**src/rtl/mac_pkg.sv**
```systemverilog
// Shared definitions for the Booth multiply-accumulate unit: default widths,
// sequencing states and the radix-2 Booth step encoding.
package mac_pkg;

   localparam int unsigned MAC_DATA_W = 16;
   localparam int unsigned MAC_ACC_W  = 40;

   typedef enum logic [1:0] {
      IDLE = 2'd0,
      CALC = 2'd1,
      ACC  = 2'd2
   } mac_state_t;

   // Booth step selected by {Q[0], Q-1}
   localparam logic [1:0] BOOTH_NOP_LO = 2'b00;
   localparam logic [1:0] BOOTH_ADD    = 2'b01;
   localparam logic [1:0] BOOTH_SUB    = 2'b10;
   localparam logic [1:0] BOOTH_NOP_HI = 2'b11;

endpackage

```
**src/rtl/mac_unit_booth_mult.sv**
```systemverilog
// Sequential radix-2 Booth multiplier: one add/sub-and-shift step per cycle,
// DATA_W steps per product, signed 2*DATA_W result held until the next start.
module booth_mult
   import mac_pkg::*;
#(
   parameter int unsigned DATA_W = MAC_DATA_W
) (
   input  logic                         clk,
   input  logic                         rst,
   input  logic                         start,
   input  logic        [DATA_W-1:0]     m_in,
   input  logic        [DATA_W-1:0]     q_in,
   output logic                         done,
   output logic signed [2*DATA_W-1:0]   result
);

   localparam int unsigned CNT_W = (DATA_W > 1) ? $clog2(DATA_W) : 1;
   localparam logic [CNT_W-1:0] LAST_STEP = CNT_W'(DATA_W - 1);

   logic              busy_q, busy_d;
   logic [CNT_W-1:0]  cnt_q, cnt_d;
   // A and M carry one guard bit so that subtracting M = -2^(DATA_W-1) cannot overflow
   logic [DATA_W:0]   m_q, m_d;
   logic [DATA_W:0]   a_q, a_d;
   logic [DATA_W-1:0] q_q, q_d;
   logic              qm1_q, qm1_d;
   logic [DATA_W:0]   a_sum;

   always_ff @(posedge clk) begin
      if (rst) begin
         busy_q <= 1'b0;
         cnt_q  <= '0;
         m_q    <= '0;
         a_q    <= '0;
         q_q    <= '0;
         qm1_q  <= 1'b0;
      end else begin
         busy_q <= busy_d;
         cnt_q  <= cnt_d;
         m_q    <= m_d;
         a_q    <= a_d;
         q_q    <= q_d;
         qm1_q  <= qm1_d;
      end
   end

   always_comb begin
      a_sum = a_q;
      case ({q_q[0], qm1_q})
         BOOTH_ADD:    a_sum = a_q + m_q;
         BOOTH_SUB:    a_sum = a_q - m_q;
         BOOTH_NOP_LO: a_sum = a_q;
         BOOTH_NOP_HI: a_sum = a_q;
         default:      a_sum = a_q;
      endcase
   end

   always_comb begin
      busy_d = busy_q;
      cnt_d  = cnt_q;
      m_d    = m_q;
      a_d    = a_q;
      q_d    = q_q;
      qm1_d  = qm1_q;
      if (!busy_q) begin
         if (start) begin
            busy_d = 1'b1;
            cnt_d  = '0;
            m_d    = {m_in[DATA_W-1], m_in};
            a_d    = '0;
            q_d    = q_in;
            qm1_d  = 1'b0;
         end
      end else begin
         // Arithmetic right shift of {A, Q, Q-1} after the add/sub
         a_d   = {a_sum[DATA_W], a_sum[DATA_W:1]};
         q_d   = {a_sum[0], q_q[DATA_W-1:1]};
         qm1_d = q_q[0];
         cnt_d = cnt_q + CNT_W'(1);
         if (cnt_q == LAST_STEP) begin
            busy_d = 1'b0;
            cnt_d  = '0;
         end
      end
   end

   assign done   = busy_q && (cnt_q == LAST_STEP);
   assign result = {a_q[DATA_W-1:0], q_q};

endmodule

```
**src/rtl/mac_unit.sv**
```systemverilog
// Signed multiply-accumulate leaf: sequences the Booth multiplier, adds each
// sign-extended product into a wrapping accumulator and pulses ready when done.
module mac_unit
   import mac_pkg::*;
#(
   parameter int unsigned DATA_W = MAC_DATA_W,
   parameter int unsigned ACC_W  = MAC_ACC_W
) (
   input  logic              clk,
   input  logic              rst,
   input  logic              start,
   input  logic [DATA_W-1:0] m_in,
   input  logic [DATA_W-1:0] q_in,
   input  logic              clr_acc,
   output logic [ACC_W-1:0]  product,
   output logic              ready
);

   mac_state_t state_q, state_d;
   logic [ACC_W-1:0] product_q, product_d;
   logic             ready_q, ready_d;
   logic             mult_start;
   logic             mult_done;
   logic signed [2*DATA_W-1:0] mult_res;
   logic [ACC_W-1:0] prod_ext;

   booth_mult #(
      .DATA_W (DATA_W)
   ) u_booth_mult (
      .clk    (clk),
      .rst    (rst),
      .start  (mult_start),
      .m_in   (m_in),
      .q_in   (q_in),
      .done   (mult_done),
      .result (mult_res)
   );

   assign prod_ext = ACC_W'(mult_res);

   always_ff @(posedge clk) begin
      if (rst) begin
         state_q   <= IDLE;
         product_q <= '0;
         ready_q   <= 1'b0;
      end else begin
         state_q   <= state_d;
         product_q <= product_d;
         ready_q   <= ready_d;
      end
   end

   always_comb begin
      state_d = state_q;
      unique case (state_q)
         IDLE:    if (start) state_d = CALC;
         CALC:    if (mult_done) state_d = ACC;
         ACC:     state_d = IDLE;
         default: state_d = IDLE;
      endcase
   end

   always_comb begin
      mult_start = (state_q == IDLE) && start;
      ready_d    = (state_q == ACC);
      product_d  = product_q;
      if (state_q == ACC) begin
         // A clear in the ACC cycle discards the old total but keeps the new product
         product_d = (clr_acc ? '0 : product_q) + prod_ext;
      end else if (clr_acc) begin
         product_d = '0;
      end
   end

   assign product = product_q;
   assign ready   = ready_q;

endmodule

```
**config.mk**
```make
export PLATFORM = sky130hd
export DESIGN_NAME = mac_unit
export DESIGN_NICKNAME = d
export VERILOG_FILES = /design/src/rtl/mac_pkg.sv /design/src/rtl/mac_unit_booth_mult.sv /design/src/rtl/mac_unit.sv
export SDC_FILE = /design/constraint.sdc
export NUM_CORES = 1
export LEC_CHECK = 0
export CAP_MARGIN = 0
export CORE_ASPECT_RATIO = 0.7
export CORE_MARGIN = 3
export CORE_UTILIZATION = 52
export CTS_BUF_LIST = sky130_fd_sc_hd__clkbuf_8
export CTS_CLUSTER_SIZE = 25
export DETAILED_ROUTE_END_ITERATION = 8
export GPL_TIMING_DRIVEN = 0
export PLACE_DENSITY = 0.74
export SYNTH_ARGS = -nofsm -noshare
export SYNTH_HDL_FRONTEND = slang
export SYNTH_SLANG_ARGS = --single-unit
```
**constraint.sdc**
```tcl
create_clock -name clk -period 4.8 [get_ports clk]
set_input_delay 0.72 -clock clk [delete_from_list [all_inputs] [get_ports clk]]
set_output_delay 0.72 -clock clk [all_outputs]
set_load 0.005 [all_outputs]
```
==> qor.txt <==
Netlist cell types = 57
Post-synth EDFFs = 0
Slew headroom = 45.09%
DR WL met2 = 7.723 mm
reg2reg end = u_booth_mult.a_q[13]$_SDFFE_PP0P_
unrepaired setup endpoints after global routing = no
slowest stage cell, crit path = o41ai_1
register area share after synthesis = 27.72%
nets = 1,132
CTS Buf Count = 9
warnings from Yosys = 0
worst reg2reg startpoint = u_booth_mult.q_q[0]$_SDFFE_PP0P_
Clock Path Buffers = 2
reg2reg path depth = 15
Ports = 77
Setup Skew = 11.43 ps
CTS clk-pin slew, worst paths = 100 ps
final wirelength = 19.76 mm
ys async rst share = 0%
DRC Markers = 0
met1 WL = 10.10 mm
Area growth syn-to-layout = 16.70%
xor/xnor share of the synthesized area = 7.376%
CTS sink cnt = 97
Total GRT Usage = 26.45%
power per cell area = 229.8 nW/um^2
postcts setup bufs = 0
Slew @ Worst Pin = 823.7 ps
mux cell area share after synthesis = 1.072%
Pre-Repair DR Iteration Count = 5
Synth Area in Simple Gates = 25.13%
die area = 14,920 um^2
Area contributors post-synth = dfxtp_1 (28%), ha_1 (10%), a21oi_1 (9.6%)
hold_buf cts = 0
CP Data Required Time = 5070 ps
Skew-Pair Late Insertion Delay = 380 ps
# resized after CTS = 0
Initial Util = 54.71%
Hold Fails Final Rpt = 0
clock root buffer master = clkbuf_8
hold depth = 2
Leakage = 3.436 nW
Final Cycle Share = 87.75%
vias in the first global route = 6,031
FF+latch count, synth = 97
first-pass GRT wire length = 31.31 mm
largest family of logic cells by synthesized area = simple AND/OR/NAND/NOR gates
Die H = 103.1 um
CP endpoint kind = flop
cell accounting for the most synthesized area = dfxtp_1
Worst Hold Path EP = u_booth_mult.m_q[10]$_SDFFE_PP0P_
syn_area_per_cell = 7.374 um^2
row cnt = 34
Post-Route Setup TNS = 0 ps
min Tclk post-route = 4212 ps
status = complete, no violations
Initial DRC Count = 568
antenna diode count = 0
Max Cap Viol = 0
Crit Path Class = flop to flop
Worst Path Arrival = 4490 ps
type of origin of the critical path = flop
routed wl met3 = 1.624 mm
initial antenna violation count = 1
DR vias = 6,986
hold path start = u_booth_mult.m_q[10]$_SDFFE_PP0P_
post-placement cell count = 1,205
Compound-Gate Fraction of Synth Area = 23.74%
most frequent cells in the layout = nand2_1 (162), a21oi_1 (135), dfxtp_1 (97)
Mapped Nets = 1,046
Gate Count Post-Synth = 950
area of the core = 12,800 um^2
drt wl/cell = 16.19 um
worst path cell trace = ha_1, clkbuf_1, clkbuf_1, nor2_1, xnor2_1, ha_1, nor2b_1, o21ai_0, a21boi_0, o41ai_1, o211ai_1, a41oi_1, xor2_1, o21ai_0, a32o_1
Post-DRT Antenna Nets = 0
Finished Layout Cells = 1,221
Max Freq = 237.4 MHz
final setup vio count = 0
CTS tree = done
R2R setup slack = 590 ps
Crit Path Max Fanout = 10
RD Place Congestion = 0.9586
top sig layer = met4
drt via density = 5.722
Worst IR Drop VDD = 117.5 uV
grt ovf = 0
Hold Path Class = flop to flop
leading cell type in the layout, fill and taps excluded = nand2_1
ys flop type = dfxtp_1
CTS HTree Levels = 3
max incr delay on CP = 520 ps
largest net degree at the start of global routing = 17
adder-cell area share of the yosys netlist = 10.93%
Post-DP HPWL = 15.38 mm
top cell type's share of synthesized area = 27.72%
Cell Area, Synth = 7005 um^2
Die X = 144.7 um
Buffers on Ports = 75
Pins Over Slew Limit = 0
layout cells sized above 1 = 2.498%
## cell families after synthesis
logic type,after synthesis
flip-flops,97
adder cells (fa/ha/maj),60
buffers and inverters,75
AND/OR/NAND/NOR,378
AO/OA/AOI/OAI,274
XOR/XNOR,59
multiplexers,7
## per-stage QoR
step	area, um^2	utilization [%]	total power, W	worst slack [ps]	hold slack [ps]
floorplan	7005	-	0.001211	1310	451.6
global placement	7981	62.33	0.001328	679.0	471.5
finish	8175	63.85	0.001878	588.0	485.2
detailed placement	7981	62.33	0.001332	690.2	472.7
CTS	8175	63.85	0.001880	705.1	487.3
global route	8175	63.85	0.001973	168.1	518.9
## worst max-delay path, delay by kind of cell, from the launching register on
kind	cells	cell delay [ps]
compound gates	7	1810
buf+inv	2	800
fa+ha+maj	2	520
flops	1	420
xor+xnor	2	300
simple gates	2	260
## cells in the mapped netlist (9+ instances only)
master / count
a21oi_1: 135
dfxtp_1: 97
inv_1: 22
xor2_1: 26
clkbuf_1: 43
nor3_1: 15
buf_1: 9
and3_1: 14
ha_1: 58
nand2_1: 162
nand2b_1: 12
nor2b_1: 49
a21o_1: 31
nand3_1: 16
xnor2_1: 33
o21ai_0: 37
or3_1: 9
a211oi_1: 14
nor2_1: 72
## routing by layer
metal,vias to the layer above,track usage (%)
met3,24,4.729
met1,3181,41.71
li1,3509,-
met2,272,36.96
met4,0,6.022
met5,-,0
## area by class of cell
type                       instances  area [um^2]
fill                            1170         4629
clock buffer                       9        123.9
timing repair buffer              75        750.7
multi-input combinational        778         4781
clock inverter                     7        70.07
tap                              180        225.2
inverter                          22        82.58
buffer                            53        200.2
sequential                        97         1942
## flip-flops by register name, summed over array words and instances (netlist names)
register / cells
product: 40
ready: 1
state_q: 2
u_booth_mult.a_q: 16
u_booth_mult.busy_q: 1
u_booth_mult.cnt_q: 4
u_booth_mult.m_q: 16
u_booth_mult.q_q: 16
u_booth_mult.qm1_q: 1
## power breakdown
group          leakage (nW)  internal [W]  switching (W)
combinational          2.54      0.000198       0.000267
sequential            0.787      0.000829      0.0000302
clock                 0.105      0.000242       0.000314
total                  3.44       0.00127       0.000611
## how the worst max path moves through the flow
stage	start	cells past startpoint	slack [ps]	endpoint
after global placement	clr_acc	13	680	product[39]$_SDFF_PP0_
after global routing	u_booth_mult.q_q[0]$_SDFFE_PP0P_	15	170	u_booth_mult.a_q[13]$_SDFFE_PP0P_
final	u_booth_mult.q_q[0]$_SDFFE_PP0P_	15	590	u_booth_mult.a_q[13]$_SDFFE_PP0P_
after floorplan	clr_acc	14	1310	product[32]$_SDFF_PP0_
after detailed placement	clr_acc	13	690	product[39]$_SDFF_PP0_
after CTS	u_booth_mult.q_q[0]$_SDFFE_PP0P_	15	710	u_booth_mult.a_q[13]$_SDFFE_PP0P_
(Power assumes the default switching activity.)
